`src/rtl/mem_arbiter_if.sv`:
```
// Signal bundle for the shared-RAM arbiter: fetch port, data port and RAM port.
// The slave modport is the arbiter's view; master is the requesters plus the RAM.
interface mem_arbiter_if;
  logic        i_req;
  logic [31:0] i_addr;
  logic [31:0] i_rdata;
  logic        i_ready;
  logic        d_ren;
  logic        d_wen;
  logic [31:0] d_addr;
  logic [31:0] d_wdata;
  logic [31:0] d_rdata;
  logic        d_ready;
  logic [31:0] ram_addr;
  logic [31:0] ram_wdata;
  logic        ram_ren;
  logic        ram_wen;
  logic [31:0] ram_rdata;
  logic        ram_busy;
  logic        err;

  modport slave (
    input  i_req, i_addr, d_ren, d_wen, d_addr, d_wdata, ram_rdata, ram_busy,
    output i_rdata, i_ready, d_rdata, d_ready, ram_addr, ram_wdata, ram_ren, ram_wen, err
  );

  modport master (
    output i_req, i_addr, d_ren, d_wen, d_addr, d_wdata, ram_rdata, ram_busy,
    input  i_rdata, i_ready, d_rdata, d_ready, ram_addr, ram_wdata, ram_ren, ram_wen, err
  );
endinterface

```
`src/rtl/mem_arbiter.sv`:
```
// Round-robin arbiter sharing one RAM between fetch and data ports, one access in flight.
// Request-to-ready is 3 cycles plus ram_busy stall cycles; requesters hold until ready, a stuck RAM aborts after TIMEOUT.
module mem_arbiter #(
  parameter int unsigned TIMEOUT = 255
) (
  input  logic          clk,
  input  logic          nrst,
  mem_arbiter_if.slave  bus
);

  typedef enum logic [1:0] {IDLE, ISSUE, WAIT, DONE} state_t;
  typedef enum logic [1:0] {K_IRD, K_DRD, K_DWR} kind_t;

  localparam logic [7:0] CNT_LAST = 8'(TIMEOUT - 1);

  state_t      state_q, state_d;
  kind_t       kind_q, kind_d;
  logic        last_d_q, last_d_d;
  logic [31:0] addr_q, addr_d;
  logic [31:0] wdata_q, wdata_d;
  logic [31:0] i_rdata_q, i_rdata_d;
  logic [31:0] d_rdata_q, d_rdata_d;
  logic [7:0]  cnt_q, cnt_d;
  logic        err_q, err_d;

  logic        i_pend;
  logic        d_pend;
  logic        grant_d;

  always_ff @(posedge clk or posedge nrst) begin
    if (nrst) begin
      state_q   <= IDLE;
      kind_q    <= K_IRD;
      last_d_q  <= 1'b1;
      addr_q    <= '0;
      wdata_q   <= '0;
      i_rdata_q <= '0;
      d_rdata_q <= '0;
      cnt_q     <= '0;
      err_q     <= 1'b0;
    end else begin
      state_q   <= state_d;
      kind_q    <= kind_d;
      last_d_q  <= last_d_d;
      addr_q    <= addr_d;
      wdata_q   <= wdata_d;
      i_rdata_q <= i_rdata_d;
      d_rdata_q <= d_rdata_d;
      cnt_q     <= cnt_d;
      err_q     <= err_d;
    end
  end

  always_comb begin
    state_d   = state_q;
    kind_d    = kind_q;
    last_d_d  = last_d_q;
    addr_d    = addr_q;
    wdata_d   = wdata_q;
    i_rdata_d = i_rdata_q;
    d_rdata_d = d_rdata_q;
    cnt_d     = cnt_q;
    err_d     = err_q;
    i_pend    = bus.i_req;
    d_pend    = bus.d_ren | bus.d_wen;
    grant_d   = 1'b0;

    case (state_q)
      IDLE: begin
        if (i_pend || d_pend) begin
          // on a tie the side that did not win last time goes first
          grant_d  = d_pend && (!i_pend || !last_d_q);
          last_d_d = grant_d;
          if (grant_d) begin
            kind_d  = bus.d_wen ? K_DWR : K_DRD;
            addr_d  = bus.d_addr;
            wdata_d = bus.d_wdata;
          end else begin
            kind_d  = K_IRD;
            addr_d  = bus.i_addr;
            wdata_d = '0;
          end
          state_d = ISSUE;
        end
      end
      ISSUE: begin
        state_d = WAIT;
      end
      WAIT: begin
        if (!bus.ram_busy) begin
          if (kind_q == K_IRD) begin
            i_rdata_d = bus.ram_rdata;
          end else if (kind_q == K_DRD) begin
            d_rdata_d = bus.ram_rdata;
          end
          state_d = DONE;
        end else if (cnt_q == CNT_LAST) begin
          err_d = 1'b1;
          if (kind_q == K_IRD) begin
            i_rdata_d = '0;
          end else begin
            d_rdata_d = '0;
          end
          state_d = DONE;
        end else begin
          cnt_d = cnt_q + 8'd1;
        end
      end
      DONE: begin
        cnt_d   = '0;
        state_d = IDLE;
      end
      default: begin
        state_d = IDLE;
      end
    endcase
  end

  assign bus.i_ready   = (state_q == DONE) && (kind_q == K_IRD);
  assign bus.d_ready   = (state_q == DONE) && (kind_q != K_IRD);
  assign bus.ram_ren   = (state_q == ISSUE) && (kind_q != K_DWR);
  assign bus.ram_wen   = (state_q == ISSUE) && (kind_q == K_DWR);
  assign bus.ram_addr  = (state_q == ISSUE || state_q == WAIT) ? addr_q : '0;
  assign bus.ram_wdata = (state_q == ISSUE || state_q == WAIT) ? wdata_q : '0;
  assign bus.i_rdata   = i_rdata_q;
  assign bus.d_rdata   = d_rdata_q;
  assign bus.err       = err_q;

endmodule

```
`src/flat_wrapper.sv`:
```
// flat-port wrapper written by rule: the top's interface ports become plain ports
module mem_arbiter_flat 
#(
  parameter int unsigned TIMEOUT = 255
)
  (clk, nrst, bus_i_req, bus_i_addr, bus_d_ren, bus_d_wen, bus_d_addr, bus_d_wdata, bus_ram_rdata, bus_ram_busy, bus_i_rdata, bus_i_ready, bus_d_rdata, bus_d_ready, bus_ram_addr, bus_ram_wdata, bus_ram_ren, bus_ram_wen, bus_err);
  mem_arbiter_if bus_i ();
  input  logic clk;
  input  logic nrst;
  input wire logic [$bits(bus_i.i_req)-1:0] bus_i_req;
  input wire logic [$bits(bus_i.i_addr)-1:0] bus_i_addr;
  input wire logic [$bits(bus_i.d_ren)-1:0] bus_d_ren;
  input wire logic [$bits(bus_i.d_wen)-1:0] bus_d_wen;
  input wire logic [$bits(bus_i.d_addr)-1:0] bus_d_addr;
  input wire logic [$bits(bus_i.d_wdata)-1:0] bus_d_wdata;
  input wire logic [$bits(bus_i.ram_rdata)-1:0] bus_ram_rdata;
  input wire logic [$bits(bus_i.ram_busy)-1:0] bus_ram_busy;
  output wire logic [$bits(bus_i.i_rdata)-1:0] bus_i_rdata;
  output wire logic [$bits(bus_i.i_ready)-1:0] bus_i_ready;
  output wire logic [$bits(bus_i.d_rdata)-1:0] bus_d_rdata;
  output wire logic [$bits(bus_i.d_ready)-1:0] bus_d_ready;
  output wire logic [$bits(bus_i.ram_addr)-1:0] bus_ram_addr;
  output wire logic [$bits(bus_i.ram_wdata)-1:0] bus_ram_wdata;
  output wire logic [$bits(bus_i.ram_ren)-1:0] bus_ram_ren;
  output wire logic [$bits(bus_i.ram_wen)-1:0] bus_ram_wen;
  output wire logic [$bits(bus_i.err)-1:0] bus_err;
  assign bus_i.i_req = bus_i_req;
  assign bus_i.i_addr = bus_i_addr;
  assign bus_i.d_ren = bus_d_ren;
  assign bus_i.d_wen = bus_d_wen;
  assign bus_i.d_addr = bus_d_addr;
  assign bus_i.d_wdata = bus_d_wdata;
  assign bus_i.ram_rdata = bus_ram_rdata;
  assign bus_i.ram_busy = bus_ram_busy;
  assign bus_i_rdata = bus_i.i_rdata;
  assign bus_i_ready = bus_i.i_ready;
  assign bus_d_rdata = bus_i.d_rdata;
  assign bus_d_ready = bus_i.d_ready;
  assign bus_ram_addr = bus_i.ram_addr;
  assign bus_ram_wdata = bus_i.ram_wdata;
  assign bus_ram_ren = bus_i.ram_ren;
  assign bus_ram_wen = bus_i.ram_wen;
  assign bus_err = bus_i.err;
  mem_arbiter #(.TIMEOUT(TIMEOUT)) u_core (.clk(clk), .nrst(nrst), .bus(bus_i));
endmodule
```
`config.mk`:
```
export PLATFORM = sky130hd
export DESIGN_NAME = mem_arbiter_flat
export DESIGN_NICKNAME = d
export VERILOG_FILES = /design/src/rtl/mem_arbiter_if.sv /design/src/rtl/mem_arbiter.sv /design/src/flat_wrapper.sv
export SDC_FILE = /design/constraint.sdc
export NUM_CORES = 1
export LEC_CHECK = 0
export BUFFER_PORTS_ARGS = -buffer_cell sky130_fd_sc_hd__buf_4
export CORE_ASPECT_RATIO = 0.8
export CORE_MARGIN = 5
export CORE_UTILIZATION = 48
export CTS_CLUSTER_DIAMETER = 40
export CTS_CLUSTER_SIZE = 28
export DETAILED_ROUTE_END_ITERATION = 10
export PLACE_DENSITY = 0.91
export SLEW_MARGIN = 20
export SYNTH_ARGS = -nofsm -noshare
export SYNTH_HDL_FRONTEND = slang
export SYNTH_SLANG_ARGS = --single-unit
```
`constraint.sdc`:
```
create_clock -name clk -period 5.45 [get_ports clk]
set_clock_uncertainty 0.15 [all_clocks]
set_input_delay 0.545 -clock clk [delete_from_list [all_inputs] [get_ports clk]]
set_output_delay 0.545 -clock clk [all_outputs]
set_load 0.005 [all_outputs]
```
==> metrics list <==
- Number of vias in the routed layout: 5201
- Total of warnings raised by yosys: 0
* Reg2Reg Capture Point: u_core.bus.i_rdata[13]
- Status: finished, final reports clean
- For this run, the leading register cell type out of synthesis is sky130_fd_sc_hd__dfrtp_1.
- Antenna-violating nets left: 0
- The first global-routing pass estimated 28.8 mm of wire.
- The synthesized netlist occupies a cell area of 6090 um2.
- Final std cell area, no fill: 8810 um2
- Number of synthesized flops with an enable pin: 0
- Number of max-slew violations in the final report: 0
- Number of max-capacitance violations reported: 0
* Register bit count reported by yosys: 142
- Comb pwr share: 42.9%
- Of the synthesized area, sequential elements account for 58.4%.
* DRC viols: 0
- Sum of negative setup slack: 0 ns
- For this design, the sink count on the clock tree is 142.
- The worst setup path is captured at a register.
- For this run, the total global-route usage over all layers was measured as 24.1%.
- Clock insertion delay at the later pin of the skew report: 0.42 ns
- In this run the critical register-to-register path is launched from u_core.state_q[0].
- Min-delay worst type: in2async
- Worst setup path class: reg2reg
- Final weighted congestion in routability-driven placement: 0.851
* # Post-CTS Setup Buffers: 0
- Hold is met by between 0.03 and 0.04 ns.
- Starting density of the core: roughly 50%
- Detailed Routing Iterations Pass 1: 5
- F_max: 0.354 GHz
* Sequential fraction of design power: 35.1%
- Buffers inserted to repair hold after CTS numbered 0.
- The analysis attributes to cell leakage a power of 4.55 nW.
- Cells resized by post-CTS repair: 0
- DR WL/cell: 19.1 um
- The repair_antennas step left the layout with diodes totalling 0.
* Die Area: 15100 um2
* Pwr/cell area: 593 nW/um2
- Largest net degree at the start of global routing: 82
- In this run, the number of DRC markers left after iteration 0 of detailed routing was 318.
- Setup repair after global routing left no endpoint under its margin.
- Max Fanout on Critical Path: 32
- Fin nets: about 910
* Switching part of the total power: approximately 35%
- Summing all placed instances gives a cell area of 8220 um2.
* Worst-Margin Slew: 1.10 ns
- Counting cells, the worst reg-to-reg path comes to 6.
- TritonCTS clock tree: done
* Number of I/O pins: about 270
- Clock tree synthesis inserted a total of 17 buffers.
- CTS Buffer Depth: 2
- In the finished design, the share of the clock period the worst path needs comes to 51.9%.
* Final min period: 2.83 ns
- Gate count of the mapped netlist: 519
- Vias per cell: around 5.4
- Signal arrival time at the worst endpoint: 2.97 ns
- Sw power: 1.81 mW
* Core Box Area: between 10000 and 15000 um2
* H-tree levels: 4
* Total length of routed wires: about 18 mm
- The netlist uses 37 different library cells.
* Power share of the clock group: 22.0%
* CP startpoint kind: register
- Share of layout cells above drive strength 1: 40.5%
- Number of global-route vias before repair: 5297
- Register-to-register setup slack: roughly 2.6 ns
- Number of rows in the core area: 36
- Clock transition at the register clock pins on the worst setup and hold paths after CTS: 0.06 ns
- The die is roughly 110 um tall.
- Once layout is complete, the utilization of the core stands at 71.7%.
* Area Overhead vs Synth: 44.7%
* Cell at the root of the clock tree: sky130_fd_sc_hd__clkbuf_16
- VDD sags by at most 0.493 mV.
* Global-route congestion overflow total: 0
- A synthesized cell averages 11.7 um2.
* Post-Syn Nets: 659
* Required time of the worst setup path: about 5.6 ns
- The HPWL after detailed placement is roughly 13 mm.
- For this run, asynchronously set or reset flops after synthesis account for 100%.
* Port Buffer Count: 266
* Cell internal pwr: 3.42 mW
- Relative slew slack: 26.5%
- The hold violation count in the final report is 0.
- Die X-Extent: 136 um
- The initial antenna violation count was 0.
- Total setup violations reported at the end of the flow: 0
[layer usage]
layer / GRT usage [%] / vias up / share of wire (%)
met4: 6.58 / 0 / 1.4
met2: 40.2 / 278 / 49
met1: 30.9 / 2524 / 40
li1: - / 2381 / -
met3: 6.85 / 18 / 9.5
met5: 0 / - / 0
[flip-flops by register name, indices dropped and copies added, names as in the netlist]
name,flops
u_core.bus.d_rdata,32
u_core.last_d_q,1
u_core.bus.i_rdata,32
u_core.wdata_q,32
u_core.bus.err,1
u_core.state_q,2
u_core.addr_q,32
u_core.cnt_q,8
u_core.kind_q,2
[critical path, stage by stage (launching register included)]
cell and delay [ns]:
sky130_fd_sc_hd__dfrtp_1 0.41, sky130_fd_sc_hd__inv_1 0.09, sky130_fd_sc_hd__ha_1 0.39, sky130_fd_sc_hd__nand4_1 0.17
sky130_fd_sc_hd__o21ai_2 0.32, sky130_fd_sc_hd__nand2_1 0.71, sky130_fd_sc_hd__a22o_1 0.44
[how the worst max path moves through the flow]
stage	from	end	slack (ns)	depth (start not counted)
global route	u_core.state_q[0]	u_core.bus.i_rdata[13]	2.42	6
detailed placement	u_core.state_q[0]	u_core.bus.d_rdata[8]	2.68	6
CTS	u_core.state_q[0]	u_core.bus.d_rdata[30]	2.62	6
global placement	u_core.state_q[0]	u_core.bus.d_rdata[8]	2.87	6
floorplan	nrst	u_core.addr_q[0]	0.95	1
finish	u_core.state_q[0]	u_core.bus.i_rdata[13]	2.62	6
[cell usage in the layout (no fill, tap or decap), types with 4 or more instances in the layout]
cell                        count
sky130_fd_sc_hd__a22o_1        97
sky130_fd_sc_hd__and2_1        64
sky130_fd_sc_hd__buf_4        273
sky130_fd_sc_hd__clkbuf_16     17
sky130_fd_sc_hd__dfrtp_1      141
sky130_fd_sc_hd__ha_1           6
sky130_fd_sc_hd__inv_1          9
sky130_fd_sc_hd__inv_6          5
sky130_fd_sc_hd__inv_8          4
sky130_fd_sc_hd__mux2i_1       32
sky130_fd_sc_hd__nand2_1       41
sky130_fd_sc_hd__o21ai_0       38
sky130_fd_sc_hd__o31ai_1        8
[kinds of logic (layout without fill, tap and decap cells)]
family	Yosys count	in the layout	share of synthesized area, %
AO/OA/AOI/OAI	159	159	20.1
adder cells (fa/ha/maj)	6	6	1.23
buffers and inverters	49	315	3.23
flip-flops	142	142	58.4
multiplexers	33	33	5.44
AND/OR/NAND/NOR	130	130	11.6
[power groups by stage]
stage	registers (mW)	logic (mW)	clock network (mW)
after floorplan	1.76	1.13	0
after global placement	1.81	2.17	0
after detailed placement	1.83	2.27	0
after CTS	1.83	2.28	1.17
after global routing	1.89	2.46	1.21
final	1.83	2.24	1.15
[cell usage after synthesis, types with 2 or more instances]
library cell | n | area [um2]
sky130_fd_sc_hd__inv_1 | 10 | 37.5
sky130_fd_sc_hd__nand3_1 | 3 | 15.0
sky130_fd_sc_hd__and3_1 | 2 | 12.5
sky130_fd_sc_hd__or4_1 | 2 | 15.0
sky130_fd_sc_hd__clkbuf_1 | 29 | 109
sky130_fd_sc_hd__a21oi_1 | 3 | 15.0
sky130_fd_sc_hd__nand2b_1 | 3 | 18.8
sky130_fd_sc_hd__o31ai_1 | 8 | 60.1
sky130_fd_sc_hd__mux2i_1 | 32 | 320
sky130_fd_sc_hd__nor2_1 | 4 | 15.0
sky130_fd_sc_hd__nand4_1 | 2 | 12.5
sky130_fd_sc_hd__o21ai_2 | 2 | 17.5
sky130_fd_sc_hd__a21boi_0 | 2 | 15.0
sky130_fd_sc_hd__dfrtp_1 | 141 | 3530
sky130_fd_sc_hd__nor3_1 | 4 | 20.0
sky130_fd_sc_hd__nand2_1 | 42 | 158
sky130_fd_sc_hd__o21ai_0 | 38 | 190
sky130_fd_sc_hd__ha_1 | 6 | 75.1
sky130_fd_sc_hd__buf_2 | 9 | 45.0
sky130_fd_sc_hd__and2_1 | 64 | 400
sky130_fd_sc_hd__a22o_1 | 97 | 850
[through the flow]
stage | std cells | total power, mW | setup WS (ns)
6_report | 956 | 5.23 | 2.62
5_1_grt | 956 | 5.56 | 2.42
4_1_cts | 956 | 5.27 | 2.62
3_5_place_dp | 924 | 4.10 | 2.68
3_3_place_gp | 924 | 3.98 | 2.87
2_1_floorplan | 519 | 2.90 | 0.947
[area by class of cell]
| cell class | instances | area (um2) |
|---|---|---|
| Clock buffer | 18 | 439 |
| Clock inverter | 14 | 149 |
| Fill cell | 844 | 3480 |
| Inverter | 10 | 42.5 |
| Multi-Input combinational cell | 328 | 2360 |
| Sequential cell | 142 | 3550 |
| Tap cell | 171 | 214 |
| Timing Repair Buffer | 273 | 2050 |
No activity file was read; power rests on OpenSTA's default activity.
